**src/rtl/amul_pkg.sv**
```systemverilog
// Shared types and widths for the approximate-multiplier dot-product sequencer.
package amul_pkg;

    // Sequencer states; encoding is visible on the fsm_state debug output.
    typedef enum logic [1:0] {
        IDLE  = 2'd0,
        RUN   = 2'd1,
        DRAIN = 2'd2,
        DONE  = 2'd3
    } state_t;

    // Width of one signed 8x8 product.
    localparam int MUL_W = 16;
    // Width of a product difference: two 16-bit products can differ by up to 17 bits.
    localparam int ERR_W = 17;

    // Magnitude of a signed product difference. The most negative 17-bit value
    // cannot occur because both operands of the difference are 16-bit products.
    function automatic logic [ERR_W-1:0] abs_err(input logic signed [ERR_W-1:0] d);
        logic [ERR_W-1:0] mag;
        mag = d[ERR_W-1] ? ERR_W'(-d) : ERR_W'(d);
        return mag;
    endfunction

endpackage

```
**src/rtl/amul8x8.sv**
```systemverilog
// Signed 8x8 multiplier producing the exact product and an approximate product.
// The approximation works in sign-magnitude form: partial-product bits that land
// in result columns below DROP are discarded before the magnitude is summed, and
// the sign is re-applied afterwards. DROP=0 makes the approximation exact.
module amul8x8 #(
    parameter int DROP = 0
) (
    input  logic signed [7:0]  x,
    input  logic signed [7:0]  y,
    output logic signed [15:0] exact,
    output logic signed [15:0] approx
);

    // Columns at or above DROP are kept.
    localparam logic [15:0] KEEP = 16'hFFFF << DROP;

    logic signed [15:0] x_ext;
    logic signed [15:0] y_ext;
    logic [7:0]         mag_x;
    logic [7:0]         mag_y;
    logic               neg;
    logic [15:0]        row;
    logic [15:0]        mag_p;

    assign x_ext = {{8{x[7]}}, x};
    assign y_ext = {{8{y[7]}}, y};
    assign exact = x_ext * y_ext;

    // |-128| is 128, which still fits in an unsigned 8-bit magnitude.
    assign mag_x = x[7] ? 8'(-x) : 8'(x);
    assign mag_y = y[7] ? 8'(-y) : 8'(y);
    assign neg   = x[7] ^ y[7];

    // Sum the masked partial-product rows of the magnitude multiply.
    always_comb begin
        row   = '0;
        mag_p = '0;
        for (int i = 0; i < 8; i++) begin
            row   = ({8'b0, mag_y} & {16{mag_x[i]}}) << i;
            mag_p = mag_p + (row & KEEP);
        end
    end

    assign approx = neg ? 16'(-mag_p) : 16'(mag_p);

endmodule

```
**src/rtl/amul_dot_seq.sv**
```systemverilog
// Dot-product sequencer around one shared amul8x8: streams a run of operand
// pairs, accumulates exact and approximate sums side by side, tracks the worst
// per-product error, and presents one result record per run.
//
// Handshakes: a pair moves when in_valid && in_ready on a rising edge; a record
// moves when out_valid && out_ready on a rising edge. in_ready and out_valid
// depend only on state, never on the partner's valid/ready, and the record is
// held stable while out_valid is high and out_ready is low.
module amul_dot_seq
    import amul_pkg::*;
#(
    parameter int DROP  = 0,
    parameter int LEN_W = 8,
    parameter int ACC_W = 32
) (
    input  logic                    clk,
    input  logic                    rst_n,
    input  logic                    start,
    input  logic [LEN_W-1:0]        len,
    output logic                    busy,
    input  logic                    in_valid,
    output logic                    in_ready,
    input  logic signed [7:0]       in_x,
    input  logic signed [7:0]       in_y,
    output logic                    out_valid,
    input  logic                    out_ready,
    output logic signed [ACC_W-1:0] acc_exact,
    output logic signed [ACC_W-1:0] acc_approx,
    output logic signed [ACC_W-1:0] err_sum,
    output logic [ERR_W-1:0]        err_max,
    output logic [1:0]              fsm_state
);

    state_t state;
    state_t next_state;

    logic                    xfer;
    logic [LEN_W-1:0]        remaining;
    logic signed [MUL_W-1:0] m_exact;
    logic signed [MUL_W-1:0] m_approx;
    logic signed [MUL_W-1:0] p_exact;
    logic signed [MUL_W-1:0] p_approx;
    logic                    p_vld;
    logic signed [ACC_W-1:0] acc_exact_nxt;
    logic signed [ACC_W-1:0] acc_approx_nxt;
    logic signed [ERR_W-1:0] err_d;
    logic [ERR_W-1:0]        err_abs;

    // The multiplier sees the live operand bus; its result is captured only on a transfer.
    amul8x8 #(.DROP(DROP)) u_mul (
        .x      (in_x),
        .y      (in_y),
        .exact  (m_exact),
        .approx (m_approx)
    );

    assign xfer      = in_valid && in_ready;
    assign fsm_state = state;

    // State register.
    always_ff @(posedge clk or negedge rst_n) begin
        if (!rst_n) begin
            state <= IDLE;
        end else begin
            state <= next_state;
        end
    end

    // Next-state logic.
    always_comb begin
        next_state = state;
        unique case (state)
            IDLE: begin
                if (start) begin
                    next_state = (len != '0) ? RUN : DONE;
                end
            end
            RUN: begin
                if (xfer && remaining == LEN_W'(1)) begin
                    next_state = DRAIN;
                end
            end
            DRAIN: begin
                next_state = DONE;
            end
            DONE: begin
                if (out_ready) begin
                    next_state = IDLE;
                end
            end
            default: next_state = IDLE;
        endcase
    end

    // Handshake and status outputs decoded from state alone.
    always_comb begin
        in_ready  = (state == RUN);
        out_valid = (state == DONE);
        busy      = (state != IDLE);
    end

    // Products are sign-extended before summing; sums wrap modulo 2^ACC_W.
    assign acc_exact_nxt  = acc_exact  + ACC_W'(p_exact);
    assign acc_approx_nxt = acc_approx + ACC_W'(p_approx);
    assign err_d          = ERR_W'(p_exact) - ERR_W'(p_approx);
    assign err_abs        = abs_err(err_d);

    // Product stage, run counter, accumulators and error statistics.
    always_ff @(posedge clk or negedge rst_n) begin
        if (!rst_n) begin
            p_exact    <= '0;
            p_approx   <= '0;
            p_vld      <= 1'b0;
            remaining  <= '0;
            acc_exact  <= '0;
            acc_approx <= '0;
            err_sum    <= '0;
            err_max    <= '0;
        end else begin
            p_vld <= xfer;
            if (xfer) begin
                p_exact   <= m_exact;
                p_approx  <= m_approx;
                remaining <= remaining - LEN_W'(1);
            end
            if (state == IDLE && start) begin
                // A zero-length run lands in DONE with these cleared values.
                remaining  <= len;
                acc_exact  <= '0;
                acc_approx <= '0;
                err_sum    <= '0;
                err_max    <= '0;
            end else if (p_vld) begin
                acc_exact  <= acc_exact_nxt;
                acc_approx <= acc_approx_nxt;
                // Built from the updated sums so the record is complete in DONE.
                err_sum    <= acc_exact_nxt - acc_approx_nxt;
                if (err_abs > err_max) begin
                    err_max <= err_abs;
                end
            end
        end
    end

endmodule

```
**config.mk**
```make
export PLATFORM = sky130hd
export DESIGN_NAME = amul_dot_seq
export DESIGN_NICKNAME = d
export VERILOG_FILES = /design/src/rtl/amul_pkg.sv /design/src/rtl/amul8x8.sv /design/src/rtl/amul_dot_seq.sv
export SDC_FILE = /design/constraint.sdc
export NUM_CORES = 1
export LEC_CHECK = 0
export CAP_MARGIN = 5
export CORE_ASPECT_RATIO = 0.9
export CORE_MARGIN = 2
export CORE_UTILIZATION = 60
export CTS_BUF_LIST = sky130_fd_sc_hd__clkbuf_4
export DETAILED_ROUTE_END_ITERATION = 8
export PLACE_DENSITY = 0.9
export SETUP_SLACK_MARGIN = 0.4
export SLEW_MARGIN = 10
export SYNTH_ARGS = -nofsm -noshare
export SYNTH_HDL_FRONTEND = slang
export SYNTH_HIERARCHICAL = 1
export SYNTH_SLANG_ARGS = --single-unit
export TNS_END_PERCENT = 10
```
**constraint.sdc**
```tcl
create_clock -name clk -period 9.45 [get_ports clk]
set_input_delay 1.89 -clock clk [delete_from_list [all_inputs] [get_ports clk]]
set_output_delay 1.89 -clock clk [all_outputs]
set_load 0.05 [all_outputs]
```
Word level (Yosys, flattened, before mapping)
Index checks and enable logic that the tools add are counted.
Cells by class
  $add $sub $neg: 16
  $mul: 1
  div/mod/pow operators: 0
  order comparisons: 1
  equal/unequal tests: 7
  shift-type cells: 0
  muxes and demuxes: 20
  bitwise operators: 9
  reductions and logical operators: 11
Operator list (number)
  32-bit two-way mux: 6
  16-bit adder: 7
  17-bit two-way mux: 4
  32-bit by 16-bit adder with 32-bit output: 2
  8-bit two-way mux: 4
  32-bit subtractor: 1
  17-bit > comparator: 1
  17-bit negation: 1
  16-bit by 16-bit subtractor with 17-bit output: 1
  8-bit by 16-bit bitwise AND with 16-bit output: 1
  8-bit by 8-bit multiplier with 16-bit output: 1
  16-bit two-way mux: 1
  16-bit negation: 1
  8-bit negation: 2
  8-bit by 15-bit bitwise AND with 15-bit output: 1
  8-bit by 14-bit bitwise AND with 14-bit output: 1
  8-bit by 13-bit bitwise AND with 13-bit output: 1
  8-bit by 12-bit bitwise AND with 12-bit output: 1
  8-bit by 11-bit bitwise AND with 11-bit output: 1
  8-bit by 10-bit bitwise AND with 10-bit output: 1
  8-bit by 9-bit bitwise AND with 9-bit output: 1
  8-bit by 1-bit == test with 1-bit output (second input constant): 1
  2-bit two-way mux: 4
  2-bit one-hot mux with 4 select lines: 1
  12 further kinds: 19
Word-level totals
  bits in registers: 156
  latch bits: 0
  RAM bits: 0
  ROM bits: 0
  bits of input ports: 29
  output and inout port bits: 118
  word-level logic and storage cells: 74
  memories kept: 0

Longest topological paths before layout
Gate-level depths: netlist of the first run.
  word-level depth: 12
  gate-level depth with buffers: 24
  gate-level depth less buffers: 23

Modules after synthesis
Netlist of the first run, hierarchy kept.
Modules (own cells, without submodules)
  amul_dot_seq: instances 1, cells an instance 1415, area each 12469.5 um^2
  amul8x8: instances 1, cells an instance 566, area each 4889.7 um^2

Worst setup path before layout of the first run
No wires, ideal clock.
  kind: input to register
  from: input in_x[0]
  to: register p_approx[15]
  setup time: 131 ps
  arrival: 7150 ps
  slack: 2170 ps
  cell stages on the path: 22
  path through: clkbuf_1 -> clkinv_1 -> ha_1 -> nand2b_1 -> o21ai_0 -> xor2_1 -> nor2_1 -> fa_1 -> fa_1 -> fa_1 -> inv_1 -> fa_1 -> inv_1 -> ha_1 -> nor3b_1 -> a311oi_2 -> o311ai_2 -> a2111oi_4 -> a41oi_1 -> xor2_1 -> nand2_1 -> o21ai_0
Between the ends
  longest elaborated chain between the ends: 12
Ends and longest elaborated chain
  start, declared: line amul_dot_seq.sv:23  | input logic signed [7:0] in_x,
  8-bit negation: line amul8x8.sv:30  | assign mag_x = x[7] ? 8'(-x) : 8'(x);
  8-bit two-way mux *: line amul8x8.sv:30
  8-bit by 16-bit bitwise AND with 16-bit output or 8-bit by 15-bit bitwise AND with 15-bit output (tied branches): line amul8x8.sv:39  | row = ({8'b0, mag_y} & {16{mag_x[i]}}) << i;
  16-bit adder (6 in a row): line amul8x8.sv:40  | mag_p = mag_p + (row & KEEP);
  16-bit adder *: line amul8x8.sv:40
  16-bit negation: line amul8x8.sv:44  | assign approx = neg ? 16'(-mag_p) : 16'(mag_p);
  16-bit two-way mux *: line amul8x8.sv:44
  via m_approx[15]: line amul_dot_seq.sv:40  | logic signed [MUL_W-1:0] m_approx;
  end signal, assigned: line amul_dot_seq.sv:123  | p_approx <= m_approx;
  end, declared: line amul_dot_seq.sv:42  | logic signed [MUL_W-1:0] p_approx;
The timed path passes the listed nets; every way through them passes the cells marked *.
A chain may end at the register's enable or synchronous reset.

Worst setup path after layout of the first run
  from: input in_y[0]
  to: register p_approx[14]
Between the ends
  longest elaborated chain between the ends: 12
Ends and longest elaborated chain
  start, declared: line amul_dot_seq.sv:24  | input logic signed [7:0] in_y,
  8-bit negation: line amul8x8.sv:31  | assign mag_y = y[7] ? 8'(-y) : 8'(y);
  8-bit two-way mux *: line amul8x8.sv:31
  8-bit by 16-bit bitwise AND with 16-bit output or 8-bit by 15-bit bitwise AND with 15-bit output (tied branches): line amul8x8.sv:39
  16-bit adder (6 in a row): line amul8x8.sv:40
  16-bit adder *: line amul8x8.sv:40
  16-bit negation: line amul8x8.sv:44
  16-bit two-way mux *: line amul8x8.sv:44
  via m_approx[14]: line amul_dot_seq.sv:40
Marked as above.

==> flow_summary.toml, run 1 <==
[hold_path]
min_delay_path_depth = 2
min_to = "err_sum[16]"
worstHoldPathType = "register to register"
worstHoldStart = "err_sum[16]"

[clocking]
cts_buffer_depth = 2
cts_tree = "yes"
clk_latency_ns = 0.63
post_cts_buffers = 0
cts_resized = 0
clkSlewWorstSetupHoldPaths_ns = 0.15
h-tree-depth = 4
clock-sinks = 156
postCtsHoldBufs = 0
numCtsBuffers = 17
cts_root_buffer = "clkbuf_4"

[final_layout]
area_growth_pct = 11.29
drive_gt1_frac = 0.04769
final_common_cell = "nor2_1"
num-nets-final = 2408
seqCellArea_mm2 = 0.003908
layout_common_cells = "nor2_1, ha_1, inv_1"
multiInputGateArea_mm2 = 0.01259
final_util = 0.6728
n_fill_cell = 2281

[routing]
drc_errors = 0
wl_per_cell_um = 18.83
ant_nets = 0
drtIter0Drc = 1132
wirelength_um = 46410
vias = 15237
first_pass_iters = 9
viasPerCell = 6.184

[timing]
hold_viol = 0
fin_worst_skew_ns = 0.03750
slew_viol_final = 0
rsz0062_at_grt = "false"
layout_min_cycle_time_ns = 7.774
finalSetupTns_ns = 0
fmax_mhz = 128.6
slew_headroom = 0.3182
fin_crit_sh = 0.8226
setup_viol = 0
tightest_slew_ns = 1.023

[global_route]
grt_max_degree = 97
grt_pass1_wl_um = 75420
grt_pass1_vias = 15289
antenna_found_initial = 1
globalRouteOverflowTotal = 0
grt_usage = 0.3108

[worst_setup_path]
cpPeakStageDelay_ns = 0.67
crit_path_max_fanout = 11
worstRegToRegCells = 22
path_class = "input pin to register"
cp-start-kind = "input pin"
cp_num_buf_inv = 4
rr_startpoint = "acc_approx[0]"
cp_cell_sequence = "clkdlybuf4s50_1, clkinv_1, ha_1, nand2b_1, o21ai_0, xor2_1, nor2_1, fa_1, fa_1, fa_1, inv_1, fa_1, inv_1, ha_1, nor3b_1, a311oi_2, o311ai_2, a2111oi_4, a41oi_1, xnor2_1, nand2_1, o21ai_0"
critPathSlowestCell = "clkdlybuf4s50_1"
reg2reg_slack_ns = 3.36
cp.required_ns = 9.91
crit-reg2reg-capture = "err_sum[31]"
cp.arrival_ns = 8.23
worstSetupPathDepth = 22
crit_family = "adder cells"
crit_path_end_kind = "register"
worst_path_most_repeated_cell = "fa_1"

[logic_synthesis]
async_reset_ff_frac = 1.000
synth_edf_count = 0
synth_cell_types = 85
synth_ff_type = "dfrtp_1"
synth_area_mm2 = 0.01736
synth_nets = 2305
seq_area_frac_synth = 0.2249
yosys_warnings = 6
synth_cells = 1981
synth_top_cell_by_area = "dfrtp_1"
ys_seq_elements = 156
avgSynthCellArea_um2 = 8.763
synth_area_leaders = "dfrtp_1, ha_1, fa_1"
synth_top_area_frac = 0.2249

[place]
dp_hpwl_um = 36560
port_buffers = 146
gp_congestion = 0.9808

[die]
initial_core_util = 0.6045
die_w_um = 183.3
ios = 147
die_area_mm2 = 0.03031
std_cell_rows = 59
dieHeight_um = 165.4
coreArea_mm2 = 0.02872

[run_status]
status = "finished, final reports clean"

[run]
drv_cap = 0
[sequential cells by signal, summed over array words and instances, names as in the netlist]
name        count
p_exact        16
remaining       8
acc_approx     32
p_vld           1
fsm_state       2
err_max        17
acc_exact      32
p_approx       16
err_sum        32
[worst register-to-register path, delay by kind of cell (launching register included)]
| kind | cells | cell delay [ns] |
|---|---|---|
| xor gates and xnor gates | 1 | 0.28 |
| adders and majority gates | 3 | 1.07 |
| AOI/OAI and AO/OA | 11 | 2.74 |
| muxes | 1 | 0.28 |
| DFF | 1 | 0.45 |
| and+or+nand+nor | 6 | 1.20 |
[area by class of cell]
type                       count  share of cell area
multi-input combinational   1596              0.6515
sequential                   156              0.2023
timing repair buffer         151             0.07765
inverter                     162             0.03147
tap                          366             0.02370
clock inverter                15            0.006671
clock buffer                  17            0.006606
antenna                        1           0.0001295
[through the flow]
stage / instance area [um2] / hold slack [ns] / worst slack, ns / cells
3_3_place_gp: 19060 / 0.5001 / 1.202 / 2431
2_1_floorplan: 17360 / 0.5117 / 2.170 / 1981
6_report: 19320 / 0.5430 / 1.676 / 2464
4_1_cts: 19320 / 0.5476 / 1.746 / 2463
5_1_grt: 19320 / 0.5744 / 1.264 / 2464
3_5_place_dp: 19060 / 0.5147 / 1.076 / 2431
[Yosys cell counts, types with 31 or more instances]
| master | n |
|---|---|
| a21o_1 | 55 |
| a21oi_1 | 109 |
| and2_1 | 46 |
| clkbuf_1 | 53 |
| dfrtp_1 | 156 |
| fa_1 | 97 |
| ha_1 | 198 |
| inv_1 | 160 |
| mux2i_1 | 56 |
| nand2_1 | 128 |
| nor2_1 | 219 |
| nor3_1 | 36 |
| o21a_1 | 31 |
| o21ai_0 | 107 |
| xnor2_1 | 103 |
| xor2_1 | 55 |
[kinds of logic (layout without fill, tap and decap cells)]
family / Yosys count / count (layout) / synth area share
XOR/XNOR: 158 / 158 / 0.07972
AND/OR/NAND/NOR: 609 / 609 / 0.1705
flip-flops: 156 / 156 / 0.2249
multiplexers: 73 / 73 / 0.04332
AO/OA/AOI/OAI: 461 / 461 / 0.1764
other: 0 / 1 / 0
adder cells (fa/ha/maj): 295 / 295 / 0.2546
buffers and inverters: 229 / 345 / 0.05067
[worst max-delay path by stage]
stage / slack [ns] / from / endpoint
after detailed placement: 1.08 / in_x[0] / p_approx[14]
after global placement: 1.20 / in_x[0] / p_approx[15]
after global routing: 1.26 / in_y[0] / p_approx[15]
after floorplan: 2.17 / in_x[0] / p_approx[15]
final: 1.68 / in_y[0] / p_approx[14]
after CTS: 1.75 / in_x[0] / p_approx[14]
[layer usage]
metal,up-vias,global-route usage,share of wire
li1,7111,-,-
met1,7386,0.4039,0.43
met2,613,0.5291,0.47
met3,127,0.03575,0.063
met4,0,0.1345,0.042
met5,-,0,0
Power of run 1 is left out: the tool's default activity adds up to more than one toggle a clock period on the data nets, which glitch-free logic cannot reach.
==> run 2, diff against run 1 <==
clock period = 7.8 ns   (was 9.45 ns; I/O delays follow)
==> run 2 against run 1 <==
Via count is 1.7% higher. Utilization is 0.98 points higher. Wire length is 2.9% higher. Cell count is 1.1% higher. Count of clock-buffer cells in the layout stayed put. Non-clock buffer count is 27 higher. Sequential cell count stayed put. Global-route usage is 1.3 points higher. Largest cell class unchanged.
==> flow_summary.toml, run 2 (synthesis results as in run 1) <==
[run_status]
status = "finished, final reports clean"

[routing]
wl_per_cell_um = 19.17
viasPerCell = 6.221
vias = 15497
first_pass_iters = 5
wirelength_um = 47740
drtIter0Drc = 1537
drc_errors = 0
ant_nets = 0

[final_layout]
fin_area_mm2 = 0.01960
seqCellArea_mm2 = 0.003908
area_growth_pct = 12.92
n_fill_cell = 2210
num-nets-final = 2435
multiInputGateArea_mm2 = 0.01261
drive_gt1_frac = 0.06121
final_common_cell = "nor2_1"
layout.cells.non_filler = 2491
reg.largest.list = "acc_approx x32, acc_exact x32, err_sum x32"
layout_common_cells = "nor2_1, ha_1, inv_1"

[worst_setup_path]
crit_end = "p_approx[14]"
path_class = "input pin to register"
critPathSlowestCell = "fa_1"
critPathLaunch = "in_y[1]"
crit-reg2reg-capture = "err_sum[31]"
worst_path_most_repeated_cell = "fa_1"
crit_path_max_fanout = 8
worstRegToRegCells = 22
cp.required_ns = 8.24
cpPeakStageDelay_ns = 0.55
rr_startpoint = "acc_approx[0]"
crit_path_end_kind = "register"
reg2reg_slack_ns = 1.70
cp-start-kind = "input pin"
cp_cell_sequence = "clkdlybuf4s50_1, or3_1, o31ai_1, xor2_1, nor2_1, fa_1, fa_1, fa_1, inv_1, fa_1, inv_1, ha_1, nor3b_1, a311oi_2, o311ai_2, a2111oi_4, a41oi_1, xnor2_1, nand2_1, o21ai_0"
cp.arrival_ns = 7.46

[place]
dpl_cell_area_mm2 = 0.01926
port_buffers = 146
gp_congestion = 0.9463
placed_cells = 2457
dp_hpwl_um = 37560

[clocking]
cts_buffer_depth = 2
postCtsHoldBufs = 0
h-tree-depth = 4
numCtsBuffers = 17
cts_root_buffer = "clkbuf_4"
clock-sinks = 156
clkSlewWorstSetupHoldPaths_ns = 0.14
cts_tree = "yes"
clk_latency_ns = 0.61

[timing]
finalHoldWorstSlack_ns = 0.5454
slew_viol_final = 0
rsz0062_at_grt = "false"
layout_min_cycle_time_ns = 7.021
finalSetupTns_ns = 0
tightest_slew_ns = 1.046
fmax_mhz = 142.4
setup_viol = 0
fin_worst_skew_ns = 0.03368
slew_headroom = 0.3024
fin_crit_sh = 0.9002
hold_viol = 0

[run]
drv_cap = 0

[global_route]
grt_max_degree = 86
grt_pass1_vias = 15417
antenna_found_initial = 1
grt_pass1_wl_um = 78290
globalRouteOverflowTotal = 0
grt_usage = 0.3234

[die]
ios = 147
initial_core_util = 0.6045
dieHeight_um = 165.4
die_area_mm2 = 0.03031
coreArea_mm2 = 0.02872
die_w_um = 183.3
std_cell_rows = 59

[hold_path]
worstHoldPathType = "register to register"
min_delay_path_depth = 2
run 2: through the flow:
| step | setup slack [ns] | utilization |
|---|---|---|
| floorplan | 0.8497 | - |
| global placement | 0.2357 | 0.6706 |
| detailed placement | 0.1339 | 0.6706 |
| CTS | 0.7547 | 0.6815 |
| global route | 0.4189 | 0.6826 |
| finish | 0.7786 | 0.6826 |
run 2: layer usage:
layer | global-route usage | up-vias | wire length (um)
li1 | - | 7166 | -
met1 | 0.4306 | 7556 | 19990
met2 | 0.5432 | 640 | 22520
met3 | 0.04430 | 135 | 3372
met4 | 0.1164 | 0 | 1862
met5 | 0 | - | 0
run 2: critical path, delay by kind of cell:
family | cells | cell delay [ns]
fa+ha+maj | 5 | 2.53
xor+xnor | 2 | 0.53
compound gates | 6 | 1.49
buf+inv | 3 | 0.62
simple gates | 4 | 0.73
run 2: how the worst min path moves through the flow:
stage,from,to,slack [ns]
2_1_floorplan,p_approx[0],p_approx[0],0.51
3_3_place_gp,err_sum[19],err_sum[19],0.50
3_5_place_dp,err_sum[16],err_sum[16],0.51
4_1_cts,err_sum[16],err_sum[16],0.54
5_1_grt,err_sum[16],err_sum[16],0.57
6_report,err_sum[16],err_sum[16],0.55
run 2: repair_timing:
action | CTS | global route
buffers inserted | 0 | 1
resized for setup | 0 | 4
setup endpoints to repair | 0 | 4
run 2: cell type report:
type                    count  area share
multi-input cells        1596      0.6433
flip-flops and latches    156      0.1993
repair buffers            178     0.08688
inverters                 162     0.03102
well taps                 366     0.02336
clock inverters            15    0.009447
clock buffers              17    0.006511
diodes                      1   0.0001277
Power of run 2 is left out for the same reason.
==> RTL change 1: new RTL, flow settings as in run 2 <==
Change the parameter `ACC_W` from 32 to 16.
--- a/src/rtl/amul_dot_seq.sv
+++ b/src/rtl/amul_dot_seq.sv
@@ -12,5 +12,5 @@
     parameter int DROP  = 0,
     parameter int LEN_W = 8,
-    parameter int ACC_W = 32
+    parameter int ACC_W = 16
 ) (
     input  logic                    clk,
Ports: changed (resized acc_approx, acc_exact and err_sum); port bits go from 147 to 99. No check against the original RTL was run, so the function may have changed too.
==> RTL change 1 against run 2 <==
- via count decreased by 29%
- sequential cell count decreased by 48
- highest routed layer unchanged
- setup slack got worse by 48 ps
- non-clock buffer count decreased by 53
- core utilization decreased by 0.39 points
- critical path type unchanged
- routed wire length decreased by 34%
- area after synthesis decreased by 25%
- worst hold slack got worse by 4.7 ps
- cell area decreased by 26%
Power is left out: the tool's default activity adds up to more than one toggle a clock period on the data nets, which glitch-free logic cannot reach.
==> RTL change 1: results (changes against run 2) <==
Vias -> 11000 (was 15500)
Synth Net Count -> 1752 (was 2305)
FF-to-FF path depth -> 19 (was 22)
Mux contribution to synthesized area -> 5.33% (was 4.33%)
Share of async-settable or async-resettable flops after synthesis -> 100% (unchanged)
Pin count of the biggest net entering global routing -> 76 (was 86)
Violation count after the first detailed-route iteration -> 857 (was 1537)
Global-route wire length before repair -> 51900 um (was 78300 um)
Maximum fanout count along the critical path -> 8 (unchanged)
Setup repair bufs after CTS -> 0 (unchanged)
Post-route clock skew -> 21.7 ps (was 33.7 ps)
Flip-flop cell with the highest count after synthesis -> sky130_fd_sc_hd__dfrtp_1 (unchanged)
Proportion of layout cells with a drive suffix above 1 -> 6.24% (was 6.12%)
Worst skew pair latency -> 500 ps (was 610 ps)
Number of warning messages in the yosys log -> 6 (unchanged)
Number of vias per cell after detailed routing -> 5.89 (was 6.22)
Iteration count of the initial detailed-routing pass -> 5 (unchanged)
Number of distinct library cells after synthesis -> 73 (was 85)
Number of hold violations in the final report -> 0 (unchanged)
Worst Max-Slew Pin Slew -> 1210 ps (was 1050 ps)
Total track usage -> 27.6% (was 32.3%)
WL per Instance -> 17.0 um (was 19.2 um)
Gate Count Post-Synth -> 1476 (was 1981)
CTS buffer count -> 9 (was 17)
Most common library cells after synthesis -> sky130_fd_sc_hd__inv_1, sky130_fd_sc_hd__ha_1, sky130_fd_sc_hd__nor2_1 (was sky130_fd_sc_hd__nor2_1, sky130_fd_sc_hd__ha_1, sky130_fd_sc_hd__inv_1)
Number of levels in the clock H-tree -> 3 (was 4)
Worst slack, placed -> 43.7 ps (was 134 ps)
Path type of the worst min-delay path -> reg2reg (unchanged)
Layout fillers -> 1673 (was 2210)
Result of the run -> finished, final reports clean (unchanged)
Post-synthesis compound-gate area fraction -> 13.6% (was 17.6%)
CTS clock-pin slew for the worst setup and hold paths -> 180 ps (was 140 ps)
Part of the Yosys area used for sequential elements -> 20.7% (was 22.5%)
Critical Path AT -> 7440 ps (was 7460 ps)
Adder-cell area share of the yosys netlist -> 29.3% (was 25.5%)
Routability congestion estimate from global placement -> 0.912 (was 0.946)
Detail Route Antenna Nets -> 0 (unchanged)
Half-perimeter wire length after placement -> 25700 um (was 37600 um)
Number of port buffers -> 98 (was 146)
Post-synthesis xor/xnor area fraction -> 7.19% (was 7.97%)
Cell types with the largest area share after synthesis -> sky130_fd_sc_hd__dfrtp_1, sky130_fd_sc_hd__fa_1, sky130_fd_sc_hd__ha_1, sky130_fd_sc_hd__inv_1, sky130_fd_sc_hd__nor2_1 (was sky130_fd_sc_hd__dfrtp_1, sky130_fd_sc_hd__ha_1, sky130_fd_sc_hd__fa_1, sky130_fd_sc_hd__xnor2_1, sky130_fd_sc_hd__nor2_1)
## RTL change 1: changes by cell type after synthesis, sizes merged, moves of 11 or more
cell	before	now
nand2	128	89
inv	160	171
o21ai	111	76
a21oi	111	72
xnor2	103	62
nor2	219	144
clkbuf	53	37
dfrtp	156	108
a21o	55	22
xor2	55	43
o21a	31	9
nor2b	29	16
ha	198	150
## RTL change 1: path summary, 6_finish.rpt
kind	start	end	slack, ps
worst min-delay path	err_sum[12]	err_sum[12]	540
worst max register to register	p_exact[0]	err_max[9]	2140
worst min register to register	err_sum[12]	err_sum[12]	540
worst max-delay path	in_y[1]	p_approx[15]	730
min in group asynchronous	rst_n	err_sum[1]	960
max in group asynchronous	rst_n	err_max[13]	5560
## RTL change 1: cell families (layout without fill, tap and decap cells)
logic type / after synthesis / in the layout
flops: 108 / 108
mux: 67 / 67
compound gates: 277 / 277
xor+xnor: 105 / 105
fa+ha+maj: 247 / 247
buf+inv: 219 / 314
simple gates: 453 / 453
other cells: 0 / 1
## RTL change 1: final cells by class
cell class / instances / area share, %
Clock buffer: 9 / 0.463
Timing Repair Buffer: 125 / 8.11
Multi-Input combinational cell: 1149 / 65.5
Antenna cell: 1 / 0.0171
Clock inverter: 7 / 0.420
Sequential cell: 108 / 18.5
Tap cell: 291 / 2.49
Inverter: 173 / 4.45
## RTL change 1: through the flow
step,instance area [um^2],hold slack (ps),util [%]
finish,14600,541,67.9
global route,14600,581,67.9
CTS,14500,543,67.6
detailed placement,14400,507,67.0
global placement,14400,499,67.0
floorplan,13100,512,-
## RTL change 1: per-layer routing
layer / vias to the layer above / GRT usage, % / share of wire, %
li1: 5192 / - / -
met5: - / 0 / 0
met4: 0 / 10.7 / 3.4
met1: 5308 / 34.8 / 42
met2: 397 / 49.4 / 49
met3: 80 / 2.77 / 5.7
## RTL change 1: critical path, stage by stage
cell and delay [ps]:
sky130_fd_sc_hd__clkdlybuf4s50_1 510, sky130_fd_sc_hd__or3_1 450, sky130_fd_sc_hd__o31ai_1 250, sky130_fd_sc_hd__xor2_1 270, sky130_fd_sc_hd__buf_4 200, sky130_fd_sc_hd__nor2_1 60
sky130_fd_sc_hd__fa_1 560, sky130_fd_sc_hd__fa_1 440, sky130_fd_sc_hd__fa_1 500, sky130_fd_sc_hd__ha_1 300, sky130_fd_sc_hd__ha_1 160, sky130_fd_sc_hd__inv_1 50
sky130_fd_sc_hd__fa_1 400, sky130_fd_sc_hd__nand2b_1 200, sky130_fd_sc_hd__a21oi_1 270, sky130_fd_sc_hd__xor2_1 210, sky130_fd_sc_hd__nor4b_4 350, sky130_fd_sc_hd__and4_1 270
sky130_fd_sc_hd__a31oi_1 110, sky130_fd_sc_hd__xnor2_1 160, sky130_fd_sc_hd__nand2_1 60, sky130_fd_sc_hd__o21ai_0 90
==> RTL change 2: new RTL, settings of run 2 <==
Made on the original files. Reset style: synchronous (`rst_n`), changed in 2 clocked blocks.
--- a/src/rtl/amul_dot_seq.sv
+++ b/src/rtl/amul_dot_seq.sv
@@ -59,5 +59,5 @@
 
     // State register.
-    always_ff @(posedge clk or negedge rst_n) begin
+    always_ff @(posedge clk) begin
         if (!rst_n) begin
             state <= IDLE;
@@ -107,5 +107,5 @@
 
     // Product stage, run counter, accumulators and error statistics.
-    always_ff @(posedge clk or negedge rst_n) begin
+    always_ff @(posedge clk) begin
         if (!rst_n) begin
             p_exact    <= '0;
Formal check against the unedited RTL: not equivalent (a bounded check fails within 4 cycles, from zero or initial values and one cycle with rst_n low; the reset may be asserted at any time).
==> RTL change 2 against run 2 <==
- non-clock buffer count is 1 higher
- synthesized cell count is 3.1% higher
- first-iteration DRC count is 16% lower
- sequential cell count stayed put
- setup slack worse by 19 ps
- via count is 1.6% lower
- final cell count is 1.8% higher
- core utilization is 0.34 points higher
- routed wire length is 7.4% lower
- cell area is 2.7% lower
- area after synthesis is 2.9% lower
==> RTL change 2: results (changes against run 2) <==
Result of the run -> finished, final reports clean (unchanged)
Flip-flop cell with the highest count after synthesis -> sky130_fd_sc_hd__dfxtp_1 (was sky130_fd_sc_hd__dfrtp_1)
Number of global-route vias before repair -> 14500 (was 15400)
Synth Net Count -> 2367 (was 2305)
Start point of the worst min-delay path -> err_max[5] (was err_sum[16])
Layout inverter count without the clock tree -> 160 (was 162)
Share of async-settable or async-resettable flops after synthesis -> 0% (was 100%)
Routability congestion estimate from global placement -> 0.989 (was 0.946)
Non-clk bufs -> 179 (was 178)
Signal buffers share of area -> 8.96% (was 8.69%)
Dpl cell area -> 18700 um^2 (was 19300 um^2)
Core footprint -> 27800 um^2 (was 28700 um^2)
Number of multi-input combinational cells in the layout -> 1649 (was 1596)
Critical-path cell with the highest stage delay -> sky130_fd_sc_hd__or4_1 (was sky130_fd_sc_hd__fa_1)
Pin count of the biggest net entering global routing -> 74 (was 86)
Vias -> 15300 (was 15500)
P_comb -> 6.91 mW
Cell types with the largest area share after synthesis -> sky130_fd_sc_hd__dfxtp_1, sky130_fd_sc_hd__ha_1, sky130_fd_sc_hd__fa_1, sky130_fd_sc_hd__xnor2_1, sky130_fd_sc_hd__nor2_1 (was sky130_fd_sc_hd__dfrtp_1, sky130_fd_sc_hd__ha_1, sky130_fd_sc_hd__fa_1, sky130_fd_sc_hd__xnor2_1, sky130_fd_sc_hd__nor2_1)
Number of antenna violations at the first check in global routing -> 1 (unchanged)
Number of flops mapped to enable cells by yosys -> 0 (unchanged)
Clock buffer count -> 20 (was 17)
Global-route wire length before repair -> 71600 um (was 78300 um)
Layout fillers -> 2185 (was 2210)
Critical Path AT -> 7540 ps (was 7460 ps)
Sequential share of cell area -> 16.4% (was 19.9%)
Clock-cell share of area -> 1.67% (was 1.60%)
Final wirelength -> 44200 um (was 47700 um)
Post-route clock skew -> 28.7 ps (was 33.7 ps)
Reg-to-Reg Start -> p_exact[0] (was acc_approx[0])
Worst Max-Slew Pin Slew -> 1020 ps (was 1050 ps)
Maximum fanout count along the critical path -> 10 (was 8)
Power density over the cells -> 447 nW/um^2
Half-perimeter wire length after placement -> 35100 um (was 37600 um)
Worst slack, placed -> 172 ps (was 134 ps)
Critical path's largest stage delay -> 660 ps (was 550 ps)
Violation count after the first detailed-route iteration -> 1287 (was 1537)
Multi-input gate share of the layout cell area -> 67.4% (was 64.3%)
Number of distinct library cells after synthesis -> 87 (was 85)
Static leakage -> 8.47 nW
Iteration count of the initial detailed-routing pass -> 6 (was 5)
Critical path startpoint -> in_y[0] (was in_y[1])
Nets -> 2487 (was 2435)
RTL change 2: cell types whose count changed in the layout (fill, tap and decap cells not counted), moves of 13 or more:
cell / before / now
sky130_fd_sc_hd__dfrtp_1: 155 / 0
sky130_fd_sc_hd__dfxtp_1: 0 / 155
sky130_fd_sc_hd__nand2_1: 128 / 179
sky130_fd_sc_hd__o21ai_0: 106 / 60
sky130_fd_sc_hd__a21boi_0: 6 / 40
sky130_fd_sc_hd__nand3_1: 20 / 40
sky130_fd_sc_hd__mux2_2: 17 / 2
sky130_fd_sc_hd__a211oi_1: 21 / 34
RTL change 2: logic make-up after synthesis:
group | after synthesis | share of synthesized area (%)
and+or+nand+nor | 685 | 19.6
AOI/OAI and AO/OA | 458 | 18.8
adders and majority gates | 295 | 26.2
buffers and inverters | 238 | 5.45
xor gates and xnor gates | 161 | 8.45
DFF | 156 | 18.5
muxes | 50 | 2.98
RTL change 2: through the flow:
step	cells	hold slack (ps)	total power, mW
4_1_cts	2531	495	8.44
6_report	2536	493	8.53
3_5_place_dp	2500	476	7.82
5_1_grt	2536	518	9.40
3_3_place_gp	2500	456	7.59
2_1_floorplan	2043	460	6.40
RTL change 2: layer usage:
| metal | part of all wire [%] | up-vias | GRT usage, % | routed length (um) |
|---|---|---|---|---|
| li1 | - | 7313 | - | - |
| met5 | 0 | - | 0 | 0 |
| met2 | 46 | 589 | 48.7 | 20300 |
| met4 | 3.3 | 0 | 10.5 | 1470 |
| met1 | 44 | 7246 | 39.5 | 19300 |
| met3 | 7.1 | 106 | 4.50 | 3130 |
RTL change 2: final timing paths:
kind	end	slack (ps)
setup / recovery	p_approx[11]	760
hold / removal	err_max[5]	490
setup reg to reg	err_max[9]	2060
hold reg to reg	err_max[5]	490
